## src/rtl/mem_port_arbiter.sv

```systemverilog
// Round-robin arbiter that shares one memory port between two request/ack masters.
// Define MEM_ARB_TIMEOUT_EN to add a WAIT timeout with a sticky err output.
module mem_port_arbiter #(
  parameter int ADDR_W  = 15,
  parameter int DATA_W  = 32,
  parameter int TIMEOUT = 255
) (
  input  logic              clk,
  input  logic              rst,
  input  logic              req0,
  input  logic              we0,
  input  logic [ADDR_W-1:0] addr0,
  input  logic [DATA_W-1:0] wdata0,
  output logic              ack0,
  output logic [DATA_W-1:0] rdata0,
  input  logic              req1,
  input  logic              we1,
  input  logic [ADDR_W-1:0] addr1,
  input  logic [DATA_W-1:0] wdata1,
  output logic              ack1,
  output logic [DATA_W-1:0] rdata1,
  output logic [ADDR_W-1:0] mem_addr,
  output logic [DATA_W-1:0] mem_wdata,
  output logic              mem_w,
  output logic              mem_start,
  input  logic [DATA_W-1:0] mem_rdata,
  input  logic              mem_readrdy,
  input  logic              mem_saverdy,
`ifdef MEM_ARB_TIMEOUT_EN
  output logic              err,
`endif
  output logic              busy,
  output logic              gnt
);

  typedef enum logic [1:0] {
    IDLE  = 2'd0,
    ISSUE = 2'd1,
    WAIT  = 2'd2,
    ACK   = 2'd3
  } state_t;

  state_t            state_reg, state_next;
  logic              ptr_reg;
  logic              gnt_reg;
  logic              we_reg;
  logic [ADDR_W-1:0] addr_reg;
  logic [DATA_W-1:0] wdata_reg;
  logic              early_reg;
  logic [DATA_W-1:0] early_data_reg;

  logic [1:0]        req_vec;
  logic [1:0]        we_vec;
  logic [ADDR_W-1:0] addr_arr  [2];
  logic [DATA_W-1:0] wdata_arr [2];
  logic [DATA_W-1:0] rdata_arr [2];
  logic [1:0]        ack_vec;

  logic              grant_valid;
  logic              grant_sel;
  logic              complete;
  logic              finish;
  logic [DATA_W-1:0] result_next;

  if (TIMEOUT < 1) begin : g_bad_timeout
    $error("TIMEOUT must be at least 1");
  end

  assign req_vec      = {req1, req0};
  assign we_vec       = {we1, we0};
  assign addr_arr[0]  = addr0;
  assign addr_arr[1]  = addr1;
  assign wdata_arr[0] = wdata0;
  assign wdata_arr[1] = wdata1;

  // Contention goes to the pointer; otherwise whichever single port is asking.
  assign grant_valid = |req_vec;
  assign grant_sel   = (req0 && req1) ? ptr_reg : req1;
  assign complete    = we_reg ? mem_saverdy : mem_readrdy;
  assign finish      = (state_reg == WAIT) && (state_next == ACK);

`ifdef MEM_ARB_TIMEOUT_EN
  localparam int CNT_W = (TIMEOUT > 1) ? $clog2(TIMEOUT) : 1;

  logic [CNT_W-1:0] cnt_reg;
  logic             err_reg;
  logic             timeout_hit;

  assign timeout_hit = (state_reg == WAIT) && !early_reg && !complete &&
                       (cnt_reg == CNT_W'(TIMEOUT - 1));
  assign err         = err_reg;

  always_ff @(posedge clk or posedge rst) begin
    if (rst) begin
      cnt_reg <= '0;
      err_reg <= 1'b0;
    end else begin
      cnt_reg <= (state_reg == WAIT) ? cnt_reg + CNT_W'(1) : '0;
      if (timeout_hit) begin
        err_reg <= 1'b1;
      end
    end
  end
`endif

  always_comb begin
    state_next  = state_reg;
    result_next = '0;
    case (state_reg)
      IDLE: begin
        if (grant_valid) begin
          state_next = ISSUE;
        end
      end
      ISSUE: state_next = WAIT;
      WAIT: begin
        if (early_reg) begin
          state_next  = ACK;
          result_next = early_data_reg;
        end else if (complete) begin
          state_next  = ACK;
          result_next = we_reg ? '0 : mem_rdata;
        end
`ifdef MEM_ARB_TIMEOUT_EN
        else if (timeout_hit) begin
          state_next = ACK;
        end
`endif
      end
      ACK:     state_next = IDLE;
      default: state_next = IDLE;
    endcase
  end

  always_ff @(posedge clk or posedge rst) begin
    if (rst) begin
      state_reg      <= IDLE;
      ptr_reg        <= 1'b0;
      gnt_reg        <= 1'b0;
      we_reg         <= 1'b0;
      addr_reg       <= '0;
      wdata_reg      <= '0;
      early_reg      <= 1'b0;
      early_data_reg <= '0;
    end else begin
      state_reg <= state_next;
      case (state_reg)
        IDLE: begin
          if (grant_valid) begin
            gnt_reg   <= grant_sel;
            we_reg    <= we_vec[grant_sel];
            addr_reg  <= addr_arr[grant_sel];
            wdata_reg <= wdata_arr[grant_sel];
          end
          early_reg <= 1'b0;
        end
        // A completion arriving alongside the strobe is remembered for WAIT.
        ISSUE: begin
          early_reg      <= complete;
          early_data_reg <= we_reg ? '0 : mem_rdata;
        end
        ACK: begin
          ptr_reg   <= ~gnt_reg;
          early_reg <= 1'b0;
        end
        default: ;
      endcase
    end
  end

  for (genvar gi = 0; gi < 2; gi++) begin : g_port
    assign ack_vec[gi] = (state_reg == ACK) && (gnt_reg == 1'(gi));

    always_ff @(posedge clk or posedge rst) begin
      if (rst) begin
        rdata_arr[gi] <= '0;
      end else if (finish && (gnt_reg == 1'(gi))) begin
        rdata_arr[gi] <= result_next;
      end
    end
  end

  assign ack0      = ack_vec[0];
  assign ack1      = ack_vec[1];
  assign rdata0    = rdata_arr[0];
  assign rdata1    = rdata_arr[1];
  assign mem_addr  = addr_reg;
  assign mem_wdata = wdata_reg;
  assign mem_start = (state_reg == ISSUE) && !we_reg;
  assign mem_w     = (state_reg == ISSUE) && we_reg;
  assign busy      = (state_reg != IDLE);
  assign gnt       = gnt_reg;

endmodule

```

## config.mk

```make
export PLATFORM = sky130hd
export DESIGN_NAME = mem_port_arbiter
export DESIGN_NICKNAME = d
export VERILOG_FILES = /design/src/rtl/mem_port_arbiter.sv
export SDC_FILE = /design/constraint.sdc
export NUM_CORES = 1
export LEC_CHECK = 0
export CELL_PAD_IN_SITES_DETAIL_PLACEMENT = 1
export CELL_PAD_IN_SITES_GLOBAL_PLACEMENT = 2
export CORE_MARGIN = 3
export CORE_UTILIZATION = 25
export DETAILED_ROUTE_END_ITERATION = 6
export HOLD_SLACK_MARGIN = 0.06
export PLACE_DENSITY_LB_ADDON = 0.3
export SLEW_MARGIN = 20
export SYNTH_ARGS = -nofsm -noshare
export SYNTH_HDL_FRONTEND = slang
export SYNTH_SLANG_ARGS = --single-unit
```

## constraint.sdc

```tcl
create_clock -name clk -period 4.71 [get_ports clk]
set_clock_uncertainty 0.2 [all_clocks]
set_input_delay 0.471 -clock clk [delete_from_list [all_inputs] [get_ports clk]]
set_output_delay 0.471 -clock clk [all_outputs]
set_load 0.02 [all_outputs]
```

## Yosys cells after proc, flatten, opt, wreduce, memory -nomap -nowiden

Index checks and enable logic that the tools add are counted.

- Register bits: 149
- Bits of input ports: 134
- Output and inout port bits: 117

- Order comparisons: 2
- Eq/ne operators: 4
- Muxes and demuxes: 19
- Bitwise logic cells: 2
- Reduce and logical (&&, ||, !) cells: 15

Operators with widths:

| kind | number |
|---|---|
| 32-bit two-way mux | 7 |
| 15-bit two-way mux | 3 |
| 1-bit logical AND | 8 |
| 2-bit case mux with 4 select lines | 1 |
| 2-bit equality test, second input constant | 3 |
| 2-bit two-way mux | 3 |
| 1-bit two-way mux | 4 |
| 2-bit nonzero test | 2 |
| 2-bit OR reduction | 2 |
| 2-bit by 1-bit equality test with 1-bit output, second input constant | 1 |
| 2-bit greater-or-equal comparator, second input constant | 1 |
| 2-bit logical NOT | 1 |
| 1-bit by 2-bit less-than comparator with 1-bit output, second input constant | 1 |
| 1-bit NOT with 2-bit output | 1 |
| 1-bit case mux with 2 select lines | 1 |
| 2-bit AND reduction | 1 |
| 1-bit logical NOT | 1 |
| 1-bit NOT | 1 |

## Depth between registers and ports, before layout

Gate-level depths: netlist of the first run.

- Depth after elaboration: 7
- Mapped depth: 7
- Depth with buffers taken out: 5

## Least setup slack after synthesis of the first run

OpenSTA, ideal clock, no wires.

- Kind: register -> register
- Start point: reg state_reg[0]
- End point: reg rdata_arr, in the netlist rdata1[0]
- Setup time: 0.125 ns
- Arrival: 1.956 ns
- Path slack: 2.429 ns
- Stages on the path, launching flop included: 8
- Path buffers: 2
- Path through: dfrtp_1 inv_1 ha_1 nor4b_1 or4b_1 buf_2 buf_6 mux2_4

- Cells in the longest elaborated chain, start to end: 6

Ends and longest elaborated chain:

| element | RTL line | source |
|---|---|---|
| from (decl) | 43 | `state_t state_reg, state_next;` |
| from (signal assigned) | 146 | `state_reg <= state_next;` |
| 2-bit two-way mux | 120 | `end else if (complete) begin` |
| 2-bit two-way mux | 117 | `if (early_reg) begin` |
| 2-bit case mux with 4 select lines | 109 | `case (state_reg)` |
| 2-bit equality test | 80 | `assign finish = (state_reg == WAIT) && (state_next == ACK);` |
| 1-bit logical AND | 80 |  |
| 1-bit logical AND | 177 | `end else if (finish && (gnt_reg == 1'(gi))) begin` |
| to (signal, indexed assignment) | 178 | `rdata_arr[gi] <= result_next;` |
| to (decl) | 56 | `logic [DATA_W-1:0] rdata_arr [2];` |

Parallel ways exist; a longest one is shown, timed or not.
A chain may end at the register's enable or synchronous reset.

## Worst setup path in the final report of the first run

- Start point: reg state_reg[0]
- End point: reg rdata_arr, in the netlist rdata1[30]

Same word-level chain as after synthesis.

==> results of run 1 <==
[metal layers]
metal	track usage, %	wire length [um]
met5	0	0
met4	3.82	244
met3	5.35	1810
met2	23.6	10000
met1	18.6	9350
[layout make-up]
cell class,instances,area share [%]
repair buffers,264,25.2
inverters,37,1.38
well taps,341,4.08
diodes,1,0.0239
flip-flops and latches,149,35.6
clock inverters,12,1.83
multi-input cells,397,27.5
clock buffers,20,4.36
[where the power goes]
part	internal (W)	leakage, nW	switching, W
sequential	0.00183	1.94	0.000322
combinational	0.00147	2.40	0.00162
clock	0.000928	0.314	0.000586
[logic make-up after synthesis]
| logic type | count (synthesis) |
|---|---|
| and+or+nand+nor | 161 |
| DFF | 149 |
| AOI/OAI and AO/OA | 117 |
| muxes | 113 |
| buffers and inverters | 79 |
| adders and majority gates | 6 |
[final timing paths]
| kind | startpoint | to | depth (start not counted) |
|---|---|---|---|
| max | state_reg[0]$_DFF_PP0_ | rdata1[30]$_DFFE_PP0P_ | 6 |
| min | mem_wdata[23]$_DFFE_PP0P_ | mem_wdata[23]$_DFFE_PP0P_ | 2 |
| max reg2reg | state_reg[0]$_DFF_PP0_ | rdata1[30]$_DFFE_PP0P_ | 6 |
| min reg2reg | mem_wdata[23]$_DFFE_PP0P_ | mem_wdata[23]$_DFFE_PP0P_ | 2 |
| max in group asynchronous | rst | rdata0[2]$_DFFE_PP0P_ | 3 |
| min in group asynchronous | rst | mem_addr[0]$_DFFE_PP0P_ | 2 |
[synthesized netlist by cell type]
library cell,number,area (um2)
mux2_4,31,465
nand2_1,114,428
and2b_1,1,7.51
ha_1,6,75.1
nor4_1,1,6.26
mux2_2,32,360
buf_6,3,33.8
nand3b_1,32,240
nor2b_1,3,18.8
nor4b_1,1,8.76
dfrtp_1,149,3730
and2_1,2,12.5
buf_1,5,18.8
mux2_1,2,22.5
mux2i_1,48,480
or3_1,1,6.26
buf_2,6,30.0
a21oi_1,2,10.0
nor2_1,3,11.3
or4b_1,1,10.0
nor4_2,1,12.5
inv_1,37,139
and4bb_2,1,12.5
clkbuf_1,28,105
o21ai_1,2,10.0
o21ai_0,82,410
a21boi_0,31,233
[worst max-delay path: stages (launching register included)]
cell and delay (ns):
dfrtp_1 0.44, inv_1 0.15, ha_1 0.21, nor4b_1 0.70
or4b_2 0.74, buf_12 0.27, mux2_2 0.35
[cell usage in the layout (no fill, tap or decap), types with 31 or more instances in the layout]
master / count
nand3b_1: 32
dfrtp_1: 148
mux2i_1: 48
a21boi_0: 31
nand2_1: 114
inv_1: 36
mux2_4: 31
o21ai_0: 82
mux2_2: 32
clkdlybuf4s50_1: 250
[stage by stage]
step,power [W],hold slack [ns],utilization [%],cells
3_5_place_dp,0.00533,0.269,36.3,1188
4_1_cts,0.00689,0.284,38.7,1220
2_1_floorplan,0.00383,0.262,-,625
3_3_place_gp,0.00527,0.259,36.3,1187
5_1_grt,0.00722,0.309,38.7,1221
6_report,0.00676,0.277,38.7,1221
==> impl_results.md, run 1 <==
- Reg2reg setup slack: 1.51 ns
- CP required: 4.82 ns
- Critical path class: reg2reg
- Crit start category: register
- Largest family of logic cells by synthesized area: multiplexers
- Post-CTS Resized: 0
- Area share of fa/ha/maj cells after synthesis: about 1.1%
- Mapped cell area: 6900 um2
- Initial antenna violation count: 1
- Placed instance area: 9810 um2
- Critical-path maximum fanout: 18
- XOR/XNOR share of the synthesized area: 0%
- Synth Warn #: 0
- CTS Root Cell: clkbuf_16
- Tcrit/Tclk final: 67.9%
- Sequential element share of the synthesized area: 54.1%
- Minimum clock period: 3.20 ns
- Port bufs: 250
- Global-route wire length before repair: 33200 um
- Largest net degree at the start of global routing: 100
- GR Overflow Total: 0
- Initial Util: 25.5%
- Setup TNS: 0 ns
- # Post-CTS Setup Buffers: 0
- RSZ-0062 raised after global routing: false
- Compound-Gate Fraction of Synth Area: 9.62%
- Syn_nets: around 770
- Post-Synth Simple-Gate Area: 11.2%
- DP Wirelength: 15400 um
- Layout area overhead: 51.7%
- Num ports: 251
- Tightest Hold Check Type: reg2reg
- Post-synth cell types: 27
- Die X: around 170 um
- Final setup margin: 1.51 ns
- Worst Tran Pin Value: between 0.9 and 1 ns
- Pre-CTS WS: between 1 and 1.5 ns
- H-tree levels: 4
- Synth Instances: 625
- Clock buffer depth: 2
- Final antenna-violating net count: 0
- Max-Slew Margin vs Limit: 37.9%
- CTS buffer count: 17
- Filler cell count: 2996
- Initial DRC count: 205
- Die height: 172 um
- Leakage power: 4.65 nW
- Row count: 60
- Clk pin slew, worst setup/hold paths: roughly 0.070 ns
- Crit. End Element: register
- Maximum clock frequency: about 0.31 GHz
- Vias: 5418
- Finish-stage setup viols: 0
- Tot GR Track Use: approximately 15%
- Number of synthesized register bits: 149
- FF+latch area: around 3700 um2
- CTS tree: done
- Die area: 29600 um2
- Synth Area per Inst: 11.0 um2
- Clk sinks: 149
- Max Slew Vio Count: 0
- Share of cells above drive strength 1: 13.2%
- Via density: around 4.4
- Nets: 1006
- GP Congestion: 0.685
- Max VDD drop: 0.249 mV
- Area of the multi-input gates: approximately 2900 um2
- Max-Cap Viols: 0
- Status: complete, no violations
- Fin. Hold Viols: 0
- Detailed Routing Iterations Pass 1: 4
- Core box area: 27000 um2
- Worst-Skew Late Latency: 0.41 ns
- Hold_buf cts: 0
- Final WL: roughly 21000 um
- Vias in the first global route: 5814
- Pwr Density: roughly 650 nW/um2
- WL per Instance: 17.5 um
- Drt drc: 0
- Multiplexer share of the synthesized area: 19.3%
- Arrival @ worst endpoint: 3.30 ns
- Finished layout cell area: 10500 um2
(Power assumes the default switching activity.)
==> run 2, diff against run 1 <==
Settings changed: CORE_UTILIZATION 25 to 27.
Clock period 4.71 ns to 3.1 ns, I/O delays scaled along.
==> run 2 against run 1 <==
Compared with the run above: critical path depth shrank 2; sequential power grew 51%; first-iteration DRC count shrank 17%; combinational power grew 52%; flip-flop and latch count is the same; non-clock buffer count grew 2; via count shrank 1.6%; sequential share of layout area grew 0.26 points; largest power group unchanged; highest routed layer unchanged.
==> impl_results.md, run 2 (synthesized netlist as in run 1, its figures left out) <==
- Final setup margin: 0.379 ns (-1.13 ns)
- Row count: 57 (-5.0%)
- Nets: 1008 (+0.20%)
- Initial Util: 27.9% (+2.4 points)
- Placed cells: 1173 (-1.3%)
- Reg-to-reg endpoint: rdata1[4]$_DFFE_PP0P_
- Largest net degree at the start of global routing: 101 (+1.0%)
- Most frequent cells in the layout: clkdlybuf4s50_1, dfrtp_1, nand2_1
- Final WL: 20600 um (-3.9%)
- Share of cells above drive strength 1: 13.3% (+0.084 points)
- R2r startpoint: state_reg[0]$_DFF_PP0_
- Tot GR Track Use: 14.8% (+0.16 points)
- Clk sinks: 149 (unchanged)
- Critical path class: reg2out
- Buf/Inv on CP: 2 (unchanged)
- Vias in the first global route: 5738 (-1.3%)
- Post-CTS Resized: 0 (unchanged)
- Detailed Routing Iterations Pass 1: 4 (unchanged)
- Status: complete, no violations
- Tcrit/Tclk final: 87.8%
- Placed instance area: 9830 um2 (+0.14%)
- Num ports: 251 (unchanged)
- Finish-stage setup viols: 0 (unchanged)
- Drt drc: 0 (unchanged)
- Via density: 4.43 (-0.26%)
- Layout area overhead: 50.6%
- DR WL met2: 10100 um (+0.55%)
- CTS tree: done
- Arrival @ worst endpoint: 2.21 ns (-1.09 ns)
- Initial DRC count: 170 (-17%)
- Max VDD drop: 0.325 mV (+31%)
- CP required: 2.59 ns (-2.23 ns)
- Minimum clock period: 2.72 ns
- Setup TNS: 0 ns (unchanged)
- Pwr Density: 956 nW/um2 (+48%)
- Pre-CTS WS: 0.244 ns (-0.950 ns)
- # Post-CTS Setup Buffers: 0 (unchanged)
- Reg2Reg Depth: 7 (+1)
- Total power: 0.00993 W (+47%)
- Die area: 27500 um2 (-7.2%)
- Hold_buf cts: 0 (unchanged)
- Worst Tran Pin Value: 0.643 ns (-0.288 ns)
- Non-Filler Instances: 1205 (-1.3%)
- Critical-path maximum fanout: 12 (-6)
- GP Congestion: 0.693 (+1.2%)
- Max Slew Vio Count: 0 (unchanged)
- H-tree levels: 4 (unchanged)
- DR WL met3: 1520 um (-16%)
- GR Overflow Total: 0 (unchanged)
- Reg2reg setup slack: 0.43 ns (-1.08 ns)
- Fin. Hold Viols: 0 (unchanged)
- Tightest Hold Check Type: in2async
- Crit start category: register
- Initial antenna violation count: 0 (-1)
- Max-Cap Viols: 0 (unchanged)
- Slowest cell on the critical path: clkdlybuf4s50_1
- Clk pin slew, worst setup/hold paths: 0.06 ns (about the same)
- Worst-path cell chain: inv_1 > ha_1 > and2b_1 > clkdlybuf4s50_1
- Crit. End Element: output port
- Core box area: 24700 um2 (-8.7%)
- CP peak stage delay: 0.65 ns (-0.09 ns)
- Worst-Skew Late Latency: 0.41 ns (about the same)
- RSZ-0062 raised after global routing: false
- Die X: 166 um (-3.6%)
- Leakage power: 4.62 nW (-0.81%)
- Worst path top cell family by delay: buffers and inverters
- WL per Instance: 17.1 um (-2.7%)
- CTS buffer count: 17 (unchanged)
- Antenna fix cells: 0 (-1)
- Highest metal layer with signal wires: met4
- Global-route wire length before repair: 32400 um (-2.4%)
- M1 WL: 8830 um (-5.6%)
- CTS Root Cell: clkbuf_16
- Finished layout cell area: 10400 um2 (-0.73%)
- Clock buffer depth: 2 (unchanged)
- Maximum clock frequency: 0.367 GHz
- DP Wirelength: 15000 um (-2.7%)
- Most common cell after layout, fill and taps aside: clkdlybuf4s50_1
- Die height: 166 um (-3.6%)
- Final antenna-violating net count: 0 (unchanged)
- Vias: 5333 (-1.6%)
- Max-Slew Margin vs Limit: 57.2% (+19 points)
- Port bufs: 250 (unchanged)
run 2: area by class of cell:
type | instances | area, um2
clock inverter | 11 | 100
tap | 324 | 405
fill | 2771 | 14300
clock buffer | 21 | 460
inverter | 37 | 143
multi-input combinational | 397 | 2880
timing repair buffer | 266 | 2670
sequential | 149 | 3730
run 2: worst max path at each step:
stage | slack [ns] | end | cells past startpoint | startpoint
after floorplan | 0.72 | early_data_reg[0]$_DFFE_PP0N_ | 1 | rst
after global placement | 0.29 | rdata1[2]$_DFFE_PP0P_ | 7 | mem_readrdy
after detailed placement | 0.24 | rdata1[4]$_DFFE_PP0P_ | 7 | mem_readrdy
after CTS | 0.31 | mem_start | 4 | state_reg[1]$_DFF_PP0_
after global routing | 0.19 | mem_start | 4 | state_reg[1]$_DFF_PP0_
final | 0.38 | mem_start | 4 | state_reg[1]$_DFF_PP0_
run 2: metal layers:
layer | global-route usage (%) | up-vias
met2 | 25.2 | 163
li1 | - | 2590
met3 | 5.74 | 13
met5 | 0 | -
met4 | 3.25 | 0
met1 | 17.7 | 2567
run 2: where the power goes:
part           switching, W  total, W  internal, W  leakage (nW)
clock              0.000829   0.00198      0.00115         0.262
sequential         0.000471   0.00326      0.00279          1.94
combinational       0.00245   0.00470      0.00225          2.41
total               0.00375   0.00993      0.00618          4.62
run 2: worst register-to-register path, stage by stage, from the launching register on:
cell and delay [ns]:
dfrtp_1 0.43, inv_1 0.15, ha_1 0.23, nor4_1 0.07, buf_4 0.15, or4b_2 0.72, buf_4 0.26, mux2_4 0.34
run 2: stage by stage:
stage	utilization, %	hold slack (ns)
after floorplan	-	0.227
after global placement	39.8	0.260
after detailed placement	39.8	0.271
after CTS	42.1	0.231
after global routing	42.1	0.215
final	42.1	0.178
